## src/rtl/offset_agu.sv

```systemverilog
// offset_agu -- pipelined address-generation unit.
// Adds a sign-extended immediate offset to a base address and returns the
// access address plus a base-register writeback value. Supports OFFSET, PRE,
// POST and strided BURST modes behind valid/ready handshakes.
//
// Ports:
//   clk        rising-edge clock
//   rst_n      synchronous active-low reset
//   in_valid   request valid
//   in_ready   request accepted when in_valid && in_ready
//   base       base address
//   offset     two's-complement offset / burst stride
//   mode       00 OFFSET, 01 PRE, 10 POST, 11 BURST
//   burst_len  beats-1 (BURST only)
//   out_valid  beat valid
//   out_ready  beat consumed when out_valid && out_ready
//   addr       access address
//   wb_addr    base-register writeback value
//   last       final beat of the request
//   busy       burst in progress
module offset_agu #(
  parameter int unsigned DATA_WIDTH   = 32,
  parameter int unsigned OFFSET_WIDTH = 12,
  parameter int unsigned BURST_WIDTH  = 4
) (
  input  logic                    clk,
  input  logic                    rst_n,
  input  logic                    in_valid,
  output logic                    in_ready,
  input  logic [DATA_WIDTH-1:0]   base,
  input  logic [OFFSET_WIDTH-1:0] offset,
  input  logic [1:0]              mode,
  input  logic [BURST_WIDTH-1:0]  burst_len,
  output logic                    out_valid,
  input  logic                    out_ready,
  output logic [DATA_WIDTH-1:0]   addr,
  output logic [DATA_WIDTH-1:0]   wb_addr,
  output logic                    last,
  output logic                    busy
);

  typedef enum logic [1:0] {
    MODE_OFFSET = 2'b00,
    MODE_PRE    = 2'b01,
    MODE_POST   = 2'b10,
    MODE_BURST  = 2'b11
  } mode_e;

  typedef enum logic {
    S_IDLE  = 1'b0,
    S_BURST = 1'b1
  } state_e;

  state_e                  r_state;
  state_e                  w_state_nxt;
  logic                    r_out_valid;
  logic [DATA_WIDTH-1:0]   r_addr;
  logic [DATA_WIDTH-1:0]   r_wb_addr;
  logic                    r_last;
  logic [BURST_WIDTH-1:0]  r_cnt;
  logic [BURST_WIDTH-1:0]  r_len;
  logic [DATA_WIDTH-1:0]   r_soff;

  mode_e                   w_mode;
  logic [DATA_WIDTH-1:0]   w_soff;
  logic [DATA_WIDTH-1:0]   w_sum;
  logic [DATA_WIDTH-1:0]   w_burst_wb;
  logic                    w_free;
  logic                    w_fire_in;
  logic                    w_fire_out;
  logic                    w_start_burst;

  assign w_mode     = mode_e'(mode);
  assign w_soff     = {{(DATA_WIDTH-OFFSET_WIDTH){offset[OFFSET_WIDTH-1]}}, offset};
  assign w_sum      = base + w_soff;
  assign w_burst_wb = base + (DATA_WIDTH'(burst_len) + DATA_WIDTH'(1)) * w_soff;

  assign w_fire_out = r_out_valid && out_ready;

  // The final burst beat being consumed frees the unit in the same cycle, so a
  // new request can be taken on that edge without an idle bubble.
  assign w_free    = (r_state == S_IDLE) || (r_last && w_fire_out);
  assign in_ready  = rst_n && w_free && (!r_out_valid || out_ready);
  assign w_fire_in = in_valid && in_ready;
  assign w_start_burst = w_fire_in && (w_mode == MODE_BURST) && (burst_len != '0);

  assign out_valid = r_out_valid;
  assign addr      = r_addr;
  assign wb_addr   = r_wb_addr;
  assign last      = r_last;
  assign busy      = (r_state == S_BURST);

  always_ff @(posedge clk) begin
    if (!rst_n) r_state <= S_IDLE;
    else        r_state <= w_state_nxt;
  end

  always_comb begin
    w_state_nxt = r_state;
    if (r_state == S_BURST && w_fire_out && r_last) w_state_nxt = S_IDLE;
    if (w_fire_in) w_state_nxt = w_start_burst ? S_BURST : S_IDLE;
  end

  always_ff @(posedge clk) begin
    if (!rst_n) begin
      r_out_valid <= 1'b0;
      r_addr      <= '0;
      r_wb_addr   <= '0;
      r_last      <= 1'b0;
      r_cnt       <= '0;
      r_len       <= '0;
      r_soff      <= '0;
    end else if (w_fire_in) begin
      r_out_valid <= 1'b1;
      r_cnt       <= '0;
      r_len       <= burst_len;
      r_soff      <= w_soff;
      case (w_mode)
        MODE_OFFSET: begin
          r_addr    <= w_sum;
          r_wb_addr <= base;
          r_last    <= 1'b1;
        end
        MODE_PRE: begin
          r_addr    <= w_sum;
          r_wb_addr <= w_sum;
          r_last    <= 1'b1;
        end
        MODE_POST: begin
          r_addr    <= base;
          r_wb_addr <= w_sum;
          r_last    <= 1'b1;
        end
        default: begin
          r_addr    <= base;
          r_wb_addr <= w_burst_wb;
          r_last    <= (burst_len == '0);
        end
      endcase
    end else if (w_fire_out) begin
      if (r_state == S_BURST && !r_last) begin
        // Step to beat k+1; the beat count never exceeds r_len so no wrap.
        r_addr <= r_addr + r_soff;
        r_cnt  <= r_cnt + BURST_WIDTH'(1);
        r_last <= ((r_cnt + BURST_WIDTH'(1)) == r_len);
      end else begin
        r_out_valid <= 1'b0;
      end
    end
  end

endmodule
```

## config.mk

```make
export PLATFORM = sky130hd
export DESIGN_NAME = offset_agu
export DESIGN_NICKNAME = d
export VERILOG_FILES = /design/src/rtl/offset_agu.sv
export SDC_FILE = /design/constraint.sdc
export NUM_CORES = 1
export LEC_CHECK = 0
export ABC_AREA = 1
export CELL_PAD_IN_SITES_DETAIL_PLACEMENT = 1
export CELL_PAD_IN_SITES_GLOBAL_PLACEMENT = 2
export CORE_UTILIZATION = 28
export CTS_CLUSTER_SIZE = 20
export DETAILED_ROUTE_END_ITERATION = 10
export MAX_ROUTING_LAYER = met4
export PLACE_DENSITY = 0.86
export SETUP_SLACK_MARGIN = 0.4
export SLEW_MARGIN = 10
export SYNTH_ARGS = -nofsm -noshare
export SYNTH_HDL_FRONTEND = slang
export SYNTH_SLANG_ARGS = --single-unit
```

## constraint.sdc

```tcl
create_clock -name clk -period 6.2 [get_ports clk]
set_input_delay 1.24 -clock clk [delete_from_list [all_inputs] [get_ports clk]]
set_output_delay 1.24 -clock clk [all_outputs]
set_load 0.1 [all_outputs]
```

== Yosys cells after proc, flatten, opt, wreduce, memory -nomap -nowiden ==
Index checks and enable logic that the tools add are counted.

* Mux-type cells: 15
* $add $sub $neg: 5
* Equality and inequality tests: 5
* Reductions and logical operators: 27
* Bitwise gates (word level): 2
* $mul: 1

{| class="wikitable"
|+ Operators with widths
! operator !! number
|-
| 2-to-1 mux 32 bit || 4
|-
| adder 32 bit || 3
|-
| case mux 32 bit (2 select lines) || 1
|-
| multiplier 6 x 12 -> 18 bit || 1
|-
| logical AND 1 bit || 10
|-
| 2-to-1 mux 1 bit || 10
|-
| AND reduction 2 bit || 3
|-
| nonzero test 2 bit || 3
|-
| OR reduction 2 bit || 3
|-
| adder 4 x 1 -> 5 bit, second input constant || 1
|-
| adder 4 x 1 -> 4 bit, second input constant || 1
|-
| equality test 2 bit, second input constant || 2
|-
| equality test 4 bit || 1
|-
| zero test 4 bit || 1
|-
| nonzero test 4 bit || 1
|-
| OR reduction 3 bit || 1
|-
| equality test 2 x 1 -> 1 bit, second input constant || 1
|-
| zero test 1 bit || 2
|-
| zero test 2 bit || 1
|-
| logical OR 1 bit || 2
|-
| != test 2 bit, second input constant || 1
|-
| inverter 1 bit || 2
|}

* Output and inout bits: 68
* Logic and storage cells: 63
* Flip-flop bits (word level): 87
* Bits of input ports: 54

== Depth between registers and ports, before layout ==
* Depth after elaboration: 10
* Depth in mapped cells: 37
* Mapped depth without buffers: 37

== Worst setup path after synthesis ==
OpenSTA, ideal clock, no wires.

* Path type: in2reg
* From: in burst_len[0]
* To: reg r_wb_addr[30], in the netlist wb_addr[30]
* Arrival time: 6,198 ps
* Required time: 6,091 ps
* Setup slack: -107 ps
* Cell stages on the path: 29
* Cells stage by stage: ha_1 > xor2_1 > clkinv_1 > nor2_1 > fa_1 > fa_1 > inv_1 > fa_1 > inv_1 > ha_1 > or2_2 > nand3_1 > nand2_1 > nand2_1 > nand2_1 > nand2_1 > nand2_1 > inv_1 > ha_1 > a21oi_1 > o21ai_0 > a21oi_1 > nor2_1 > nor2_1 > nand3_1 > nand3_1 > nand3_1 > nand2_1 > inv_1

* Word-level cells in the longest chain between the ends: 4

{| class="wikitable"
|+ RTL lines
! element !! RTL line !! source
|-
| from (decl) || 33 || <nowiki>input logic [BURST_WIDTH-1:0] burst_len,</nowiki>
|-
| adder 4 x 1 -> 5 bit || 76 || <nowiki>assign w_burst_wb = base + (DATA_WIDTH'(burst_len) + DATA_WIDTH'(1)) * w_soff;</nowiki>
|-
| multiplier 6 x 12 -> 18 bit || 76 ||
|-
| adder 32 bit || 76 ||
|-
| case mux 32 bit (2 select lines) || 118 || <nowiki>case (w_mode)</nowiki>
|-
| to (signal assigned) || 121 || <nowiki>r_wb_addr <= base;</nowiki>
|-
| to (signal assigned) || 126 || <nowiki>r_wb_addr <= w_sum;</nowiki>
|-
| to (signal assigned) || 131 || <nowiki>r_wb_addr <= w_sum;</nowiki>
|-
| to (decl) || 58 || <nowiki>logic [DATA_WIDTH-1:0] r_wb_addr;</nowiki>
|}

Every way passes these cells.
A chain may end at the register's enable or synchronous reset.

== Worst setup path after layout ==
* From: in burst_len[0]
* To: reg r_wb_addr[21], in the netlist wb_addr[21]

Same word-level chain as after synthesis.

==> flow_summary_export.csv <==
group,metric,value,unit
run_status,run_status,"complete, no violations",
detailed_routing,via_per_inst,5.11,
cells_and_area,final.fill_count,5916,
synth,synth_top_cells_by_area,"sky130_fd_sc_hd__nand2_1, sky130_fd_sc_hd__dfxtp_1, sky130_fd_sc_hd__ha_1, sky130_fd_sc_hd__inv_1, sky130_fd_sc_hd__nor2_1",
worst_setup_path,endpoint_kind,"register",
cts,clock_tree.htree_level_count,3,
detailed_routing,initialDrtViolationCount,755,
power,power.total,6.96,mW
detailed_routing,avgRoutedWirePerCell,20.5,µm
worst_setup_path,crit_path_start,"burst_len[0]",
floorplan,die_height,218,µm
synth,yosysUniqueCellTypes,42,
timing,transition_time_at_the_pin_with_the_least_slew_margin,1170,ps
grt,grt-ovfl-total,0,
floorplan,floorplan.die.width,218,µm
cells_and_area,final_cell_count_no_fill,3131,
grt,grt_pass1_wl,97300,µm
grt,antenna_violations_before_repair,0,
synth,post_synth_inst_count,2258,
synth,number_of_warnings_printed_during_yosys_synthesis,0,
synth,synth_top_cell_by_area,"sky130_fd_sc_hd__nand2_1",
cells_and_area,post_layout_net_count,2753,
synth,synth_top_area_share,19.2,%
worst_setup_path,worstReg2RegStart,"r_soff[11]",
timing,holdWs,463,ps
cts,max-clock-path-buffers,2,
worst_setup_path,crit_path_max_fanout,8,
worst_setup_path,cp_data_required_time,6490,ps
grt,vias_in_the_first_global_route,16893,
synth,mappedNetlistArea,0.0130,mm²
worst_setup_path,critical-path-top-cell-by-count,"sky130_fd_sc_hd__nand2_2",
run,cap_viol_max_count,0,
power,power.ir.vdd_worst,280,µV
worst_setup_path,crit_path_top_delay_cell,"sky130_fd_sc_hd__fa_1",
cts,tritoncts_clock_tree,"built",
grt,track_usage,27.8,%
worst_setup_path,worstSetupPathType,"input pin to register",
floorplan,coreArea,0.0456,mm²
worst_setup_path,worstReg2RegEnd,"addr[30]",
timing,timing_hold_violations_final,0,
place,gp_congestion,0.950,
timing,grt_setup_unrepaired,"yes",
cts,clkSinkCount,87,
synth,sequential_fraction_of_the_synthesis_area,13.4,%
timing,fmaxAchievable,0.161,GHz
synth,synth_seq_cells,87,
worst_setup_path,worst-endpoint-arrival,6490,ps
detailed_routing,drtAntennaViolNets,0,
timing,max-slew-margin-rel,22.0,%
cells_and_area,syn2layout_area_growth,39.4,%
synth,postSynthNetCount,2486,
synth,post_synth.cell_area_avg,5.76,µm²
cells_and_area,share_of_post_route_cells_with_drive_strength_above_1,19.4,%
place,port_bufs,121,
detailed_routing,finalWirelength,64300,µm
timing,post-route-period-util,100,%
worst_setup_path,cp_slowest_stage_delay,530,ps
floorplan,die-area,0.0473,mm²
cts,clk_pin_slew,70,ps
detailed_routing,detail_route.drc_violations,0,
grt,grt_max_degree,74,
cells_and_area,utilization,39.8,%
floorplan,floorplan.io_pins,122,
place,place.detailed.hpwl,51600,µm
cts,cts_hold_repair.buffers,0,
worst_setup_path,logic_depth_of_the_worst_register_to_register_path,12,
timing,skew,10.8,ps
timing,setup-violations-final,0,
worst_setup_path,startpoint_type,"input pin",
floorplan,rows,78,
power,cell_area_power_density,384,mW/mm²
cts,cts_made_buffers,9,
detailed_routing,drt-pass1-iter-count,5,
timing,slew_violations,0,
worst_setup_path,worst-r2r-setup-slack,3160,ps
cts,worst_skew_pair.late_latency,410,ps
detailed_routing,detailroute.via_count,16010,
timing,fin_crit,6200,ps
cts,root_buffer,"sky130_fd_sc_hd__clkbuf_16",
worst_setup_path,endpoint_of_the_most_critical_setup_path,"wb_addr[21]",
floorplan,floorplan.initialDensity,28.5,%
power,cellLeakagePower,9.07,nW
min_path,min-delay-path-class,"register to register",
place,dp.cells,3086,
-- kinds of logic after synthesis --
family / count (synthesis) / share of synthesized area [%]
compound gates: 373 / 15.7
buf+inv: 436 / 12.9
simple gates: 1137 / 35.5
fa+ha+maj: 174 / 19.0
flops: 87 / 13.4
xor+xnor: 51 / 3.43
-- power breakdown --
group	switching, mW	internal [mW]	total [mW]
combinational	3.26	2.37	5.63
sequential	0.0503	0.607	0.657
clock	0.306	0.362	0.668
total	3.62	3.34	6.96
-- how the worst min path moves through the flow --
stage | from | to | slack (ps) | cells after the start
CTS | wb_addr[10] | wb_addr[10] | 470 | 2
global route | wb_addr[26] | wb_addr[26] | 480 | 2
floorplan | r_len[1] | r_len[1] | 440 | 2
detailed placement | wb_addr[10] | wb_addr[10] | 450 | 2
finish | wb_addr[10] | wb_addr[10] | 460 | 2
global placement | wb_addr[11] | wb_addr[11] | 440 | 2
-- state kept, by name (all words and copies together) (netlist names) --
register,cells
r_cnt,4
r_len,4
wb_addr,32
out_valid,1
addr,32
r_soff,12
last,1
busy,1
-- per-layer routing --
metal | track usage [%] | wire length [µm]
met4 | 8.87 | 2170
met1 | 32.6 | 27900
met5 | - | 0
met2 | 48.5 | 32100
met3 | 3.79 | 2140
-- metrics by stage --
stage	setup WS, ps	setup TNS [ps]	area [µm²]
after global placement	-1040	-17510	16300
after floorplan	405	0	13400
after detailed placement	-1130	-20420	16300
after global routing	-142	-863	18100
after CTS	148	0	17600
final	2.95	0	18100
-- synthesized netlist by cell type, drive strengths merged --
cell / instances
a21oi: 168
and2: 2
or2: 11
o21ai: 136
fa: 40
nor2: 246
a31oi: 12
clkinv: 2
o21a: 10
nor3: 25
o21bai: 18
o22ai: 2
inv: 380
nand4: 11
dfxtp: 87
xor2: 26
o211ai: 13
clkbuf: 29
o2bb2ai: 1
nand3b: 10
o2111ai: 1
a21o: 5
a32o: 1
buf: 25
and3: 1
nand3: 164
a211oi: 2
nand2: 666
a22o: 1
xnor2: 25
a32oi: 1
ha: 134
o311ai: 1
a221o: 1
nor4: 1
-- what timing repair did --
| action | in CTS | in global routing |
|---|---|---|
| endpoints found under the setup margin | 25 | 24 |
| buffers inserted | 17 | 10 |
| pin swaps | 94 | 89 |
| gates cloned | 1 | 0 |
| resized for setup | 216 | 115 |
-- critical path, delay by kind of cell --
family / cells / cell delay, ps
adders and majority gates: 6 / 2220
and+or+nand+nor: 11 / 1200
AOI/OAI and AO/OA: 5 / 720
buffers and inverters: 6 / 610
xor gates and xnor gates: 2 / 470
-- placed cells by master (no fill, tap or decap), drive strengths merged, types with 10 or more instances in the layout --
master	n
inv	385
buf	192
nand4	11
clkdlybuf4s50	111
nand3	164
o21ai	136
nor2	246
or2	11
o211ai	13
o21a	10
a31oi	12
dfxtp	87
o21bai	18
xnor2	25
ha	134
nor3	25
xor2	26
nand3b	10
nand2	666
a21oi	168
fa	40
-- layout make-up --
type                    count  area, µm²  share of cell area (%)
diodes                      1       2.50                  0.0138
clock buffers               9        225                    1.24
clock inverters             7        108                   0.593
inverters                 382       1450                    7.99
multi-input cells        1735      11200                    61.5
flip-flops and latches     87       1740                    9.60
well taps                 600        751                    4.14
repair buffers            309       2690                    14.9
repair inverters            1       11.3                  0.0621
Note: power is estimated with default switching activity, not from simulation.
